[src/rtl/note_sequencer.sv]
// note_sequencer: score-playback controller feeding the speaker note dividers.
//
// Fetches one stereo note word per beat from a synchronous score ROM and holds
// it for BEAT_CYCLES clocks. It supports an optional articulation gap at the end
// of each note, as well as pause (play low), stop (pulse) and loop control.
//
// Ports:
//   clk            system clock
//   rst            asynchronous, active-high reset
//   play           level: 1 = run, 0 = pause
//   stop           one-cycle pulse: abort and rewind to address 0
//   loop_en        wrap to address 0 after the last score word
//   gap_en         force the final GAP_CYCLES of each note to silence
//   rom_addr       score ROM address
//   rom_rd         score ROM read strobe (data valid one cycle later)
//   rom_data       [43:22] left divider, [21:0] right divider (0 = rest)
//   note_div_left  left divider to the speaker (0 = silence)
//   note_div_right right divider to the speaker (0 = silence)
//   playing        high in FETCH, LOAD and PLAY
//   beat_idx       address of the note currently sounding
//   done           one-cycle pulse at the end of a non-looping score
module note_sequencer #(
    parameter int unsigned BEAT_CYCLES = 12_500_000,
    parameter int unsigned GAP_CYCLES  = 1_250_000,
    parameter int unsigned SCORE_LEN   = 512,
    parameter int unsigned ADDR_W      = 9
) (
    input  logic              clk,
    input  logic              rst,
    input  logic              play,
    input  logic              stop,
    input  logic              loop_en,
    input  logic              gap_en,
    output logic [ADDR_W-1:0] rom_addr,
    output logic              rom_rd,
    input  logic [43:0]       rom_data,
    output logic [21:0]       note_div_left,
    output logic [21:0]       note_div_right,
    output logic              playing,
    output logic [ADDR_W-1:0] beat_idx,
    output logic              done
);

    localparam int unsigned CntW = (BEAT_CYCLES > 1) ? $clog2(BEAT_CYCLES) : 1;
    localparam logic [CntW-1:0]   LastCnt  = CntW'(BEAT_CYCLES - 1);
    localparam logic [CntW-1:0]   GapStart = CntW'(BEAT_CYCLES - GAP_CYCLES);
    localparam logic [ADDR_W-1:0] LastAddr = ADDR_W'(SCORE_LEN - 1);
    // With no gap configured GapStart would wrap, so the compare is disabled.
    localparam bit                GapUsed  = (GAP_CYCLES > 0);

    typedef enum logic [2:0] {
        StIdle,
        StFetch,
        StLoad,
        StPlay,
        StPause
    } state_e;

    state_e            state_q, state_d;
    logic [ADDR_W-1:0] addr_q, addr_d;
    logic [CntW-1:0]   cnt_q, cnt_d;
    logic [21:0]       note_left_q, note_left_d;
    logic [21:0]       note_right_q, note_right_d;
    logic [21:0]       out_left_q, out_left_d;
    logic [21:0]       out_right_q, out_right_d;
    logic [ADDR_W-1:0] beat_idx_q, beat_idx_d;
    logic              rom_rd_q, rom_rd_d;
    logic              playing_q, playing_d;
    logic              done_q, done_d;
    logic              gap_active;

    always_comb begin
        state_d      = state_q;
        addr_d       = addr_q;
        cnt_d        = cnt_q;
        note_left_d  = note_left_q;
        note_right_d = note_right_q;
        beat_idx_d   = beat_idx_q;
        done_d       = 1'b0;

        unique case (state_q)
            StIdle: begin
                if (play) begin
                    state_d = StFetch;
                end
            end
            StFetch: begin
                // A fetch always completes; play is re-checked in LOAD.
                state_d = StLoad;
            end
            StLoad: begin
                note_left_d  = rom_data[43:22];
                note_right_d = rom_data[21:0];
                beat_idx_d   = addr_q;
                cnt_d        = '0;
                state_d      = play ? StPlay : StPause;
            end
            StPlay: begin
                if (!play) begin
                    state_d = StPause;
                end else if (cnt_q == LastCnt) begin
                    cnt_d = '0;
                    if (addr_q != LastAddr) begin
                        addr_d  = addr_q + ADDR_W'(1);
                        state_d = StFetch;
                    end else if (loop_en) begin
                        addr_d  = '0;
                        state_d = StFetch;
                    end else begin
                        done_d       = 1'b1;
                        addr_d       = '0;
                        note_left_d  = '0;
                        note_right_d = '0;
                        beat_idx_d   = '0;
                        state_d      = StIdle;
                    end
                end else begin
                    cnt_d = cnt_q + CntW'(1);
                end
            end
            StPause: begin
                if (play) begin
                    state_d = StPlay;
                end
            end
            default: begin
                state_d = StIdle;
            end
        endcase

        // Stop overrides every simultaneous event, including end of score.
        if (stop) begin
            state_d      = StIdle;
            addr_d       = '0;
            cnt_d        = '0;
            note_left_d  = '0;
            note_right_d = '0;
            beat_idx_d   = '0;
            done_d       = 1'b0;
        end
    end

    // Outputs are computed for the upcoming cycle and registered.
    assign gap_active = GapUsed && gap_en && (cnt_d >= GapStart);

    always_comb begin
        out_left_d  = out_left_q;
        out_right_d = out_right_q;
        rom_rd_d    = 1'b0;
        playing_d   = 1'b0;

        unique case (state_d)
            StIdle: begin
                out_left_d  = '0;
                out_right_d = '0;
            end
            StFetch: begin
                // Previous note stays on the speaker to avoid a glitch.
                rom_rd_d  = 1'b1;
                playing_d = 1'b1;
            end
            StLoad: begin
                playing_d = 1'b1;
            end
            StPlay: begin
                playing_d   = 1'b1;
                out_left_d  = gap_active ? '0 : note_left_d;
                out_right_d = gap_active ? '0 : note_right_d;
            end
            StPause: begin
                out_left_d  = '0;
                out_right_d = '0;
            end
            default: begin
                out_left_d  = '0;
                out_right_d = '0;
            end
        endcase
    end

    always_ff @(posedge clk or posedge rst) begin
        if (rst) begin
            state_q      <= StIdle;
            addr_q       <= '0;
            cnt_q        <= '0;
            note_left_q  <= '0;
            note_right_q <= '0;
            out_left_q   <= '0;
            out_right_q  <= '0;
            beat_idx_q   <= '0;
            rom_rd_q     <= 1'b0;
            playing_q    <= 1'b0;
            done_q       <= 1'b0;
        end else begin
            state_q      <= state_d;
            addr_q       <= addr_d;
            cnt_q        <= cnt_d;
            note_left_q  <= note_left_d;
            note_right_q <= note_right_d;
            out_left_q   <= out_left_d;
            out_right_q  <= out_right_d;
            beat_idx_q   <= beat_idx_d;
            rom_rd_q     <= rom_rd_d;
            playing_q    <= playing_d;
            done_q       <= done_d;
        end
    end

    assign rom_addr       = addr_q;
    assign rom_rd         = rom_rd_q;
    assign note_div_left  = out_left_q;
    assign note_div_right = out_right_q;
    assign playing        = playing_q;
    assign beat_idx       = beat_idx_q;
    assign done           = done_q;

endmodule

[config.mk]
export PLATFORM = sky130hd
export DESIGN_NAME = note_sequencer
export DESIGN_NICKNAME = d
export VERILOG_FILES = /design/src/rtl/note_sequencer.sv
export SDC_FILE = /design/constraint.sdc
export NUM_CORES = 1
export LEC_CHECK = 0
export ABC_AREA = 1
export CORE_ASPECT_RATIO = 1.2
export CORE_MARGIN = 1.5
export CORE_UTILIZATION = 59
export DETAILED_ROUTE_END_ITERATION = 7
export GPL_ROUTABILITY_DRIVEN = 0
export PLACE_DENSITY = 0.86
export SYNTH_ARGS = -nofsm -noshare
export SYNTH_HDL_FRONTEND = slang
export SYNTH_SLANG_ARGS = --single-unit
[constraint.sdc]
create_clock -name clk -period 7.6 [get_ports clk]
set_clock_uncertainty 0.15 [all_clocks]
set_input_delay 1.9 -clock clk [delete_from_list [all_inputs] [get_ports clk]]
set_output_delay 1.9 -clock clk [all_outputs]
set_load 0.02 [all_outputs]
**After elaboration in Yosys (flattened, before gate mapping)**

Cells that the tools add are included.

- Eq/ne operators: 13
- Reduce and logical (&&, ||, !) cells: 10
- Magnitude comparators: 1
- Muxes and demuxes: 48
- Add/subtract/negate cells: 2

Operator list:

| cell | count |
|---|---|
| 22-bit two-way mux | 12 |
| 22-bit case mux with 2 select lines | 4 |
| 9-bit two-way mux | 10 |
| 24-bit two-way mux | 3 |
| 24-bit case mux with 2 select lines | 1 |
| 24-bit by 1-bit adder with 24-bit output, second input constant | 1 |
| 24-bit equality test, second input constant | 1 |
| 24-bit greater-or-equal comparator, second input constant | 1 |
| 3-bit two-way mux | 6 |
| 9-bit case mux with 2 select lines | 1 |
| 3-bit case mux with 5 select lines | 1 |
| 3-bit by 2-bit equality test with 1-bit output, second input constant | 4 |
| 3-bit inequality test, second input constant | 4 |
| 1-bit two-way mux | 10 |
| 9-bit by 1-bit adder with 9-bit output, second input constant | 1 |
| 9-bit inequality test, second input constant | 1 |
| 3-bit by 1-bit equality test with 1-bit output, second input constant | 2 |
| 2-bit nonzero test | 3 |
| 5-bit AND reduction | 1 |
| 3-bit equality test, second input constant | 1 |
| 3-bit logical NOT | 1 |
| 3-bit AND reduction | 1 |
| 3-bit nonzero test | 1 |
| 3-bit OR reduction | 1 |
| other kinds (2) | 2 |

- Logic and storage cells: 85
- Output and inout port bits: 65
- Input bits: 50
- Register bits: 136

**Depth between registers and ports, before layout**

Gate-level depths: netlist of the first run.

- Depth after elaboration: 9
- Gate-level depth with buffers: 21

**Worst setup path after synthesis of the first run**

Ideal clock, no wire load.

- Path kind: input port to flip-flop
- Start point: input port play
- End point: register out_left_q[0], in the netlist note_div_left[0]
- Arrival time: 3.314 ns
- Data required time: 7.334 ns
- Library setup time: 0.116 ns
- Stages: 20
- Setup slack: 4.019 ns
- Buffers on the path: 1
- Path through: nand2_1 > nor2_1 > nand2_1 > nor2_4 > nand2_1 > nand2_1 > nand2_1 > clkinv_1 > nand2_1 > nand2_1 > nand2_1 > nor2_1 > nand2_1 > nor2_1 > nand3_1 > nand3_2 > nand2_4 > buf_6 > nand2_1 > nand2_1

- Cells in the longest elaborated chain, start to end: 7
- Elaborated cells between the ends (all ways): 20

Ends and longest elaborated chain:

| item | RTL line | RTL |
|---|---|---|
| start: declaration | 30 | `input logic play,` |
| 24-bit two-way mux | 99 | `if (!play) begin` |
| 24-bit case mux with 2 select lines | 81 | `unique case (state_q)` |
| 24-bit two-way mux | 132 | `if (stop) begin` |
| 24-bit greater-or-equal comparator | 144 | `assign gap_active = GapUsed && gap_en && (cnt_d >= GapStart);` |
| 1-bit logical AND | 144 |  |
| 22-bit two-way mux | 167 | `out_left_d = gap_active ? '0 : note_left_d;` |
| 22-bit case mux with 2 select lines | 152 | `unique case (state_d)` |
| end signal: assignment | 200 | `out_left_q <= out_left_d;` |
| end: declaration | 64 | `logic [21:0] out_left_q, out_left_d;` |

Several ways; a longest one is shown, not always the timed one.
A chain may end at the register's enable or synchronous reset.

**Worst setup path after layout of the first run**

Same ends and word-level chain as after synthesis.

==> impl_metrics.csv, run 1 <==
group,metric,value,unit
sta,rsz0062_at_grt,"no",
yosys,synth.area.top_cells,"dfrtp_1, nand2_1, nor2_1, a2111o_1, inv_1",
worst_hold_path,hp-start,"note_div_right[0]$_DFFE_PP0N_",
final_layout,fillCellCount,900,
routing,first_iter_violations,422,
setup_path,path_max_fanout,44,
clocking,htree_num_levels,4,
pwr,swShare,25.86,%
routing,num_vias,6896,
final_layout,synthToLayoutAreaGrowth,23.13,%
sta,setup_viol,0,
setup_path,startpoint,"play",
floorplan,num_io_pins,115,
sta,slew_viol_final,0,
worst_hold_path,holdPathEnd,"note_div_right[0]$_DFFE_PP0N_",
grt,antenna_found_initial,0,
setup_path,start_kind,"input port",
sta,setup_ws,2.928,ns
placed_design,placed_cell_area,8538,sq um
floorplan,start_util,60.70,%
yosys,avgSynthCellArea,7.367,sq um
run,drv_cap,0,
pwr,ir_worst_vdd,157.8,uV
setup_path,reg2reg_slack,4.10,ns
clocking,clock-sinks,136,
clocking,clockBufferDepth,2,
yosys,synthDominantCellAreaShare,46.29,%
setup_path,reg2reg_to,"note_div_left[0]$_DFFE_PP0N_",
final_layout,fin_area,9052,sq um
pwr,p_leak,4.485,nW
setup_path,endpoint_kind,"flop",
yosys,yosysSeqAreaShare,46.29,%
sta,finalCritPeriodShare,61.47,%
setup_path,crit_arrival,4.84,ns
routing,viasPerCell,5.443,
placed_design,dp_hpwl,11880,um
sta,finalHoldViolations,0,
setup_path,r2r_start,"state_q[2]$_DFF_PP0_",
routing,drcViolationCount,0,
floorplan,die_w,104.9,um
grt,grt_pass1_wl,31100,um
worst_hold_path,min_path_cells,2,
pwr,powerDensity,185.3,nW/um^2
yosys,ys_types,37,
floorplan,die_area,13140,sq um
pwr,p_int,1.244,mW
routing,drt_wl_total,18950,um
clocking,cts_tree,"built",
placed_design,pre_cts_ws,2.636,ns
floorplan,core_region_area,12110,sq um
sta,fmax,214.0,MHz
clocking,clk_pin_slew,0.06,ns
grt,grt_pass1_vias,6629,
sta,tightest_slew,0.8256,ns
clocking,clock-root-buffer,"clkbuf_16",
final_layout,drive_above_1_share,5.787,%
worst_hold_path,hp-class,"reg2reg",
final_layout,antenna_cells,0,
pwr,switchingPower,0.4338,mW
setup_path,critPathKind,"in2reg",
floorplan,rows,44,
clocking,cts_hold_buf,0,
routing,drtPass1Iterations,7,
yosys,synth_cells,998,
clocking,cts-resized-gates,0,
clocking,clkLatencyLatePin,0.43,ns
routing,drtAntennaViolNets,0,
floorplan,die_h,125.3,um
setup_path,crit_required,7.77,ns
clocking,cts_setup_buffers,0,
grt,grt_max_degree,95,
clocking,cts_buffers,17,
pwr,p_comb_share,10.7,%
routing,post_drt_wl_per_cell,14.96,um
sta,setup_tns,0,ns
sta,slew_headroom,44.96,%
final_layout,final_nets,1148,
setup_path,reg2regPathDepth,16,
pwr,power.share.sequential,45.5,%
outcome,outcome,"finished clean",
grt,grt_usage,29.74,%
yosys,synth_nets,1051,
yosys,yosysTopAreaCell,"dfrtp_1",
pwr,pwr-share-clk,43.8,%
placed_design,io_buffers,114,
sta,period_minus_slack,4.672,ns
yosys,syn_area,7352,sq um
yosys,yosysWarnings,0,
grt,grt_overflow,0,
yosys,ys_seq_elements,136,
-- how the worst max path moves through the flow --
stage,cells after the start,slack [ns],to
2_1_floorplan,1,1.91,beat_idx[0]$_DFFE_PP0P_
3_3_place_gp,15,2.69,note_div_left[14]$_DFFE_PP0N_
3_5_place_dp,15,2.64,note_div_right[18]$_DFFE_PP0N_
4_1_cts,18,2.98,note_div_left[20]$_DFFE_PP0N_
5_1_grt,16,2.80,note_div_right[18]$_DFFE_PP0N_
6_report,18,2.93,note_div_left[0]$_DFFE_PP0N_
-- cell families after synthesis --
kind of cell    share of synthesized area, %
simple gates                           32.15
flops                                  46.29
xor+xnor                              0.4765
buf+inv                                9.581
compound gates                         10.99
fa+ha+maj                             0.5106
-- layer usage --
metal,vias to the layer above,GRT usage (%),part of all wire [%],routed length [um]
li1,3336,-,-,-
met1,3256,36.21,40,7639
met5,-,0,0,0
met3,50,6.152,6.3,1189
met4,0,12.97,2.6,487
met2,254,50.98,51,9635
-- critical path, cell delays in order --
cell and delay (ns):
clkdlybuf4s50_1 0.83, nand2_1 0.11, nor2_1 0.15, nand3_1 0.16, nor2_2 0.19, nor2_1 0.06, nor2_1 0.10, nand2_1 0.08
nand2_1 0.07, nand2_1 0.07, nor2_1 0.15, nand2_1 0.07, nor2_1 0.14, nand3_1 0.11, nand3_2 0.09, nand2_4 0.28
nand2_1 0.17, nand2_1 0.07
-- cells in the final DEF (no fill, tap or decap), types with 2 or more instances in the layout --
master	n
nand2_1	300
nor2_1	195
dfrtp_1	136
inv_1	117
clkdlybuf4s50_1	113
nand3_1	44
a2111o_1	40
a21oi_1	22
clkbuf_16	17
o21ai_0	14
o22ai_1	12
nor3_1	11
inv_2	8
buf_4	8
nor2_4	6
nand4_1	6
clkinv_2	5
clkinv_1	4
nor2_2	4
xor2_1	4
o21bai_1	4
o21ai_1	4
nand2_2	3
nand3_2	3
ha_1	3
clkbuf_1	3
or2_0	2
a221oi_1	2
inv_6	2
clkbuf_8	2
-- power groups by stage --
stage	clock network, mW	logic (mW)	registers (mW)
finish	0.735	0.180	0.763
detailed placement	0	0.179	0.775
CTS	0.735	0.181	0.762
global route	0.771	0.200	0.765
global placement	0	0.174	0.773
floorplan	0	0.111	0.776
-- Yosys cell counts, drive strengths merged --
library cell and n:
ha 3, or2 3, nor2 205, nand4 6, nor4 1, clkbuf 23, o211ai 1, a2bb2oi 1
a211oi 1, nor3b 1, o21ai 18, a2111o 40, nand2 304, nor3 11, a21oi 22, buf 21
clkinv 4, inv 126, nand3b 1, o22ai 12, nand3 47, xor2 4, dfrtp 136, o21bai 5
a221oi 2
-- flip-flops by register name (all words and copies together) (netlist names), 3 cells and up --
name	cells
note_div_right	22
note_left_q	22
cnt_q	24
note_right_q	22
beat_idx	9
rom_addr	9
note_div_left	22
state_q	3
-- final cells by class --
| cell class | instances | area, sq um | share of cell area, % |
|---|---|---|---|
| inverter | 130 | 493.0 | 5.446 |
| sequential | 136 | 3403 | 37.59 |
| tap | 161 | 201.4 | 2.225 |
| clock inverter | 8 | 50.05 | 0.5529 |
| clock buffer | 22 | 464.2 | 5.128 |
| timing repair buffer | 122 | 1196 | 13.21 |
| multi-input combinational | 688 | 3244 | 35.84 |
-- metrics by stage --
step	hold slack (ns)	utilization [%]	total power, mW	cells
6_report	0.3305	74.74	1.677	1267
5_1_grt	0.3484	74.74	1.736	1267
4_1_cts	0.3351	74.74	1.679	1267
3_5_place_dp	0.3147	70.50	0.9533	1237
3_3_place_gp	0.3137	70.50	0.9472	1237
2_1_floorplan	0.4099	-	0.8873	998
(Power assumes the default switching activity.)
==> inputs of run 2 (changes only) <==
--- a/config.mk
+++ b/config.mk
@@ -8,10 +8,10 @@
 export ABC_AREA = 1
 export CORE_ASPECT_RATIO = 1.2
 export CORE_MARGIN = 1.5
-export CORE_UTILIZATION = 59
+export CORE_UTILIZATION = 54
 export DETAILED_ROUTE_END_ITERATION = 7
 export GPL_ROUTABILITY_DRIVEN = 0
-export PLACE_DENSITY = 0.86
+export PLACE_DENSITY = 0.8
 export SYNTH_ARGS = -nofsm -noshare
 export SYNTH_HDL_FRONTEND = slang
 export SYNTH_SLANG_ARGS = --single-unit
==> constraint.sdc (replaced) <==
create_clock -name clk -period 4.3 [get_ports clk]
set_clock_uncertainty 0.15 [all_clocks]
set_input_delay 1.075 -clock clk [delete_from_list [all_inputs] [get_ports clk]]
set_output_delay 1.075 -clock clk [all_outputs]
set_load 0.02 [all_outputs]
==> run 2 against run 1 <==
  * Utilization decreased by 4.6 points
  * Final cell count increased by 1.0%
  * Total power increased by 100%
  * Critical path depth decreased by 1
  * Sequential power increased by 77%
  * Via count decreased by 0.46%
  * Global-route usage decreased by 1.2 points
  * Sequential cell count unchanged
  * Combinational power increased by 80%
  * Non-clock buffer count increased by 4
  * Largest cell class unchanged
  * Setup slack got worse by 2.1 ns
==> impl_metrics.csv, run 2 (synthesis gave the netlist of run 1 again) <==
group,metric,value,unit
routing,first_iter_violations,309,
setup_path,reg2reg_to,"note_div_left[0]$_DFFE_PP0N_",
routing,drt_wl_total,19220,um
floorplan,die_h,130.8,um
setup_path,path_buf_inv,4,
floorplan,die_w,109.5,um
pwr,p_int,2.565,mW
pwr,p_comb_share,9.7,%
sta,finalCritPeriodShare,81.61,%
final_layout,mostFrequentLayoutCells,"nand2_1, nor2_1, dfrtp_1",
sta,setup_tns,0,ns
placed_design,post-place-cells,1248,
final_layout,synthToLayoutAreaGrowth,26.36,%
routing,drtPass1Iterations,7,
outcome,outcome,"finished clean",
sta,slew_viol_final,0,
final_layout,antenna_cells,0,
setup_path,start_kind,"input port",
setup_path,startpoint,"play",
clocking,clock-root-buffer,"clkbuf_16",
clocking,cts_buffers,17,
sta,tightest_slew,0.8049,ns
worst_hold_path,hp-class,"reg2reg",
clocking,clockBufferDepth,2,
clocking,cts-resized-gates,0,
worst_hold_path,hp-start,"note_div_right[6]$_DFFE_PP0N_",
clocking,cts_setup_buffers,0,
setup_path,crit_arrival,3.67,ns
floorplan,rows,46,
final_layout,drive_above_1_share,6.475,%
floorplan,die_area,14330,sq um
clocking,clkLatencyLatePin,0.43,ns
run,drv_cap,0,
pwr,p_leak,4.595,nW
setup_path,path_delay_family,"simple AND/OR/NAND/NOR gates",
setup_path,slowest_delay,0.50,ns
clocking,cts_hold_buf,0,
setup_path,crit_slowest_cell,"clkdlybuf4s50_1",
placed_design,io_buffers,114,
grt,grt_usage,28.54,%
clocking,clock-sinks,136,
pwr,pwr-share-clk,50.1,%
routing,viasPerCell,5.363,
worst_hold_path,holdPathEnd,"note_div_right[6]$_DFFE_PP0N_",
grt,grt_max_degree,59,
clocking,cts_tree,"built",
routing,num_vias,6864,
setup_path,reg2regPathDepth,16,
setup_path,crit_chain,"clkdlybuf4s50_1 > buf_4 > nand3_1 > nor2_1 > inv_1 > o21ai_1 > nand3_1 > o21ai_0 > inv_1 > nor2_1 > nand2_1 > nor2_1 > nand3_1 > nand3_2 > nand2_4 > nand2_1 > nand2_1",
grt,grt_pass1_wl,31580,um
setup_path,endpoint_kind,"flop",
floorplan,num_io_pins,115,
setup_path,path_max_fanout,44,
clocking,htree_num_levels,4,
grt,grt_overflow,0,
clocking,clk_pin_slew,0.06,ns
setup_path,reg2reg_slack,0.93,ns
final_layout,stdcell_count,1280,
routing,post_drt_wl_per_cell,15.02,um
pwr,switchingPower,0.7860,mW
sta,fmax,285.0,MHz
routing,drtAntennaViolNets,0,
sta,slew_headroom,46.01,%
placed_design,dp_hpwl,12260,um
pwr,swShare,23.45,%
grt,grt_pass1_vias,6545,
floorplan,core_region_area,13240,sq um
routing,drcViolationCount,0,
pwr,ir_worst_vdd,279.1,uV
worst_hold_path,min_path_cells,2,
sta,rsz0062_at_grt,"no",
final_layout,final_common_cell,"nand2_1",
grt,antenna_found_initial,0,
floorplan,start_util,55.54,%
pwr,powerDensity,360.8,nW/um^2
setup_path,crit_required,4.46,ns
sta,setup_viol,0,
setup_path,r2r_start,"state_q[2]$_DFF_PP0_",
final_layout,regMostFlops,"cnt_q",
sta,finalHoldViolations,0,
sta,period_minus_slack,3.509,ns
final_layout,largest_register_ffs,24,
final_layout,final_nets,1152,
setup_path,critPathKind,"in2reg",
pwr,power.share.sequential,40.2,%
[run 2: cell count changes in the layout (fill, tap and decap cells not counted), sizes merged]
cell	change
bufinv	+6
clkinv	-1
buf	+4
inv	-1
clkbuf	-2
[run 2: metrics by stage]
step                hold slack, ns  instance area [sq um]  setup slack, ns  utilization, %  total power [mW]
floorplan                   0.4099                   7356            1.382               -             1.569
global placement            0.3135                   8613           0.4470           65.07             1.684
detailed placement          0.3142                   8613           0.4468           65.07             1.691
CTS                         0.3303                   9290           0.8248           70.18             3.373
global route                0.3460                   9290           0.5323           70.18             3.466
finish                      0.3274                   9290           0.7908           70.18             3.351
[run 2: power groups by stage]
stage	Sequential (mW)	Combinational [mW]	Clock, mW
floorplan	1.37	0.196	0
global placement	1.37	0.317	0
detailed placement	1.37	0.322	0
CTS	1.35	0.326	1.70
global route	1.35	0.361	1.75
finish	1.35	0.324	1.68
[run 2: metal layers]
layer / vias to the layer above / share of wire [%] / GRT usage (%)
li1: 3339 / - / -
met5: - / 0 / 0
met2: 245 / 50 / 47.61
met3: 40 / 6.6 / 5.952
met4: 0 / 2.4 / 12.38
met1: 3240 / 41 / 35.83
[run 2: layout make-up]
class | count | area, sq um
fillers | 1084 | 3948
flip-flops and latches | 136 | 3403
multi-input cells | 688 | 3244
repair buffers | 126 | 1264
inverters | 130 | 491.7
clock buffers | 20 | 456.7
clock inverters | 12 | 220.2
well taps | 168 | 210.2
[run 2: worst min-delay path, delay by kind of cell, from the launching register on]
family / cells / cell delay, ns
AND/OR/NAND/NOR: 2 / 0.10
flip-flops: 1 / 0.34
[run 2: worst max path at each step]
stage / to / depth (start not counted) / slack [ns]
3_5_place_dp: note_div_left[16]$_DFFE_PP0N_ / 17 / 0.45
2_1_floorplan: beat_idx[0]$_DFFE_PP0P_ / 1 / 1.38
6_report: note_div_left[0]$_DFFE_PP0N_ / 17 / 0.79
4_1_cts: note_div_left[0]$_DFFE_PP0N_ / 17 / 0.82
3_3_place_gp: note_div_left[14]$_DFFE_PP0N_ / 18 / 0.45
5_1_grt: note_div_left[0]$_DFFE_PP0N_ / 16 / 0.53
==> inputs of run 3 (changes only) <==
--- a/config.mk
+++ b/config.mk
@@ -8,10 +8,10 @@
 export ABC_AREA = 1
 export CORE_ASPECT_RATIO = 1.2
 export CORE_MARGIN = 1.5
-export CORE_UTILIZATION = 54
+export CORE_UTILIZATION = 49
 export DETAILED_ROUTE_END_ITERATION = 7
 export GPL_ROUTABILITY_DRIVEN = 0
-export PLACE_DENSITY = 0.8
+export PLACE_DENSITY = 0.77
 export SYNTH_ARGS = -nofsm -noshare
 export SYNTH_HDL_FRONTEND = slang
 export SYNTH_SLANG_ARGS = --single-unit
==> constraint.sdc (replaced) <==
create_clock -name clk -period 2.9 [get_ports clk]
set_clock_uncertainty 0.15 [all_clocks]
set_input_delay 0.725 -clock clk [delete_from_list [all_inputs] [get_ports clk]]
set_output_delay 0.725 -clock clk [all_outputs]
set_load 0.02 [all_outputs]
==> run 3 against run 2 <==
  * Final cell count grew 7.0%
  * Sequential cell count unchanged
  * Total power grew 45%
  * Combinational power grew 72%
  * Critical path depth decreased by 1
  * First-iteration DRC count up 26%
  * Register-to-register slack got worse by 0.73 ns
  * Utilization down 2.4 points
  * Clock power rose by 37%
  * Critical endpoint is now note_div_left[21]$_DFFE_PP0N_
  * Highest routed layer unchanged
==> impl_metrics.csv, run 3 (synthesis gave the netlist of run 1 again) <==
group,metric,value,unit
setup_path,reg2regPathDepth,16,
placed_design,io_buffers,114,
grt,grt_overflow,0,
setup_path,startpoint,"rom_addr[0]$_DFFE_PP0P_",
final_layout,regMostFlops,"cnt_q",
clocking,cts_hold_buf,0,
worst_hold_path,hp-class,"reg2reg",
routing,drtPass1Iterations,4,
sta,slew_viol_final,0,
clocking,clockBufferDepth,2,
clocking,cts_tree,"built",
setup_path,reg2reg_slack,0.20,ns
setup_path,cp.depth,16,
run,drv_cap,0,
routing,viasPerCell,5.172,
floorplan,die_area,15750,sq um
sta,setup_ws,0.1953,ns
setup_path,crit_required,3.11,ns
pwr,powerDensity,492.6,nW/um^2
sta,setup_tns,0,ns
final_layout,antenna_cells,0,
clocking,clock-sinks,136,
sta,fmax,369.7,MHz
setup_path,path_buf_inv,5,
floorplan,rows,48,
grt,grt_pass1_wl,32510,um
setup_path,endpoint_kind,"flop",
grt,antenna_found_initial,0,
setup_path,path_delay_family,"simple AND/OR/NAND/NOR gates",
routing,drtAntennaViolNets,0,
clocking,cts_buffers,17,
sta,setup_viol,0,
setup_path,reg2reg_to,"note_div_left[21]$_DFFE_PP0N_",
setup_path,start_kind,"flop",
floorplan,die_h,137.2,um
routing,drt_wl_total,20600,um
placed_design,dp_hpwl,12770,um
outcome,outcome,"finished clean",
routing,drcViolationCount,0,
setup_path,critPathKind,"reg2reg",
grt,grt_pass1_vias,6890,
pwr,p_leak,4.883,nW
pwr,ir_worst_vdd,459.3,uV
routing,first_iter_violations,390,
final_layout,mostFrequentLayoutCells,"nand2_1, nor2_1, dfrtp_1",
placed_design,pre_cts_ws,-0.4458,ns
final_layout,largest_register_ffs,24,
sta,finalHoldViolations,0,
routing,num_vias,7080,
sta,tightest_slew,0.7978,ns
sta,slew_headroom,46.81,%
routing,post_drt_wl_per_cell,15.05,um
grt,grt_max_degree,137,
floorplan,num_io_pins,115,
clocking,clk_pin_slew,0.06,ns
setup_path,crit_end,"note_div_left[21]$_DFFE_PP0N_",
floorplan,start_util,50.59,%
final_layout,final_common_cell,"nand2_1",
setup_path,crit_slowest_cell,"dfrtp_1",
clocking,htree_num_levels,4,
floorplan,die_w,114.8,um
setup_path,crit_chain,"ha_1 > inv_1 > nor4_4 > inv_1 > nor2_1 > ha_2 > inv_1 > nor2_2 > o21ai_0 > o21ai_1 > buf_4 > nand2_1 > nand2_4 > clkbuf_16 > nand2_1 > nand2_1",
setup_path,slowest_delay,0.36,ns
setup_path,path_max_fanout,11,
floorplan,core_region_area,14530,sq um
setup_path,r2r_start,"rom_addr[0]$_DFFE_PP0P_",
grt,grt_usage,26.27,%
final_layout,drive_above_1_share,12.32,%
clocking,clkLatencyLatePin,0.43,ns
sta,finalCritPeriodShare,93.26,%
sta,period_minus_slack,2.705,ns
final_layout,final_nets,1209,
final_layout,synthToLayoutAreaGrowth,34.07,%
setup_path,crit_arrival,2.92,ns
clocking,clock-root-buffer,"clkbuf_16",
-- run 3: cell count changes in the layout (fill, tap and decap cells not counted), sizes merged --
cell,delta
bufinv,-3
inv,+5
clkinvlp,+3
buf,+54
clkbuf,+2
clkinv,-3
clkdlybuf4s50,-1
-- run 3: layout make-up --
| cell class | count | area, sq um |
|---|---|---|
| fill | 1209 | 4677 |
| clock inverter | 14 | 185.2 |
| tap | 200 | 250.2 |
| multi-input combinational | 688 | 3302 |
| inverter | 130 | 491.7 |
| clock buffer | 18 | 439.2 |
| timing repair buffer | 183 | 1784 |
| sequential | 136 | 3405 |
-- run 3: how the worst min path moves through the flow --
| stage | to | cells past startpoint | start |
|---|---|---|---|
| finish | note_div_left[9]$_DFFE_PP0N_ | 2 | note_div_left[9]$_DFFE_PP0N_ |
| global route | note_div_left[4]$_DFFE_PP0N_ | 2 | note_div_left[4]$_DFFE_PP0N_ |
| CTS | note_div_left[9]$_DFFE_PP0N_ | 2 | note_div_left[9]$_DFFE_PP0N_ |
| detailed placement | note_div_right[17]$_DFFE_PP0N_ | 2 | note_div_right[17]$_DFFE_PP0N_ |
| global placement | note_div_left[17]$_DFFE_PP0N_ | 2 | note_div_left[17]$_DFFE_PP0N_ |
| floorplan | cnt_q[12]$_DFF_PP0_ | 2 | cnt_q[12]$_DFF_PP0_ |
-- run 3: power breakdown --
group / internal (mW) / total (mW) / switching (mW)
registers: 1.96 / 2.00 / 0.0346
clock network: 1.40 / 2.30 / 0.906
logic: 0.231 / 0.558 / 0.326
-- run 3: repair_timing --
item,in CTS,in global routing
buffers inserted,0,5
pin swaps,0,6
gates resized for setup,3,19
gates cloned,0,4
setup endpoints to repair,15,44
-- run 3: routing by layer --
layer | wire length [um] | up-vias | track usage, %
met5 | 0 | - | 0
met4 | 382 | 0 | 10.97
met3 | 1334 | 38 | 5.323
met2 | 10410 | 208 | 45.81
met1 | 8472 | 3374 | 31.74
li1 | - | 3460 | -
-- run 3: stage by stage --
step / power [mW] / cells / area, sq um / hold slack, ns / util [%]
final: 4.856 / 1369 / 9857 / 0.3310 / 67.82
after global routing: 5.029 / 1369 / 9857 / 0.3566 / 67.82
after CTS: 4.829 / 1360 / 9682 / 0.3355 / 66.62
after detailed placement: 2.536 / 1328 / 9051 / 0.3138 / 62.28
after global placement: 2.522 / 1328 / 9051 / 0.3146 / 62.28
after floorplan: 2.326 / 998 / 7356 / 0.4099 / -
-- run 3: worst reg2reg max path: stages (launching register included) --
cell	delay, ns
dfrtp_1	0.36
ha_1	0.17
inv_1	0.09
nor4_4	0.29
inv_1	0.09
nor2_1	0.11
ha_2	0.20
inv_1	0.05
nor2_2	0.11
o21ai_0	0.09
o21ai_1	0.23
buf_4	0.16
nand2_1	0.08
nand2_4	0.15
clkbuf_16	0.20
nand2_1	0.05
nand2_1	0.07
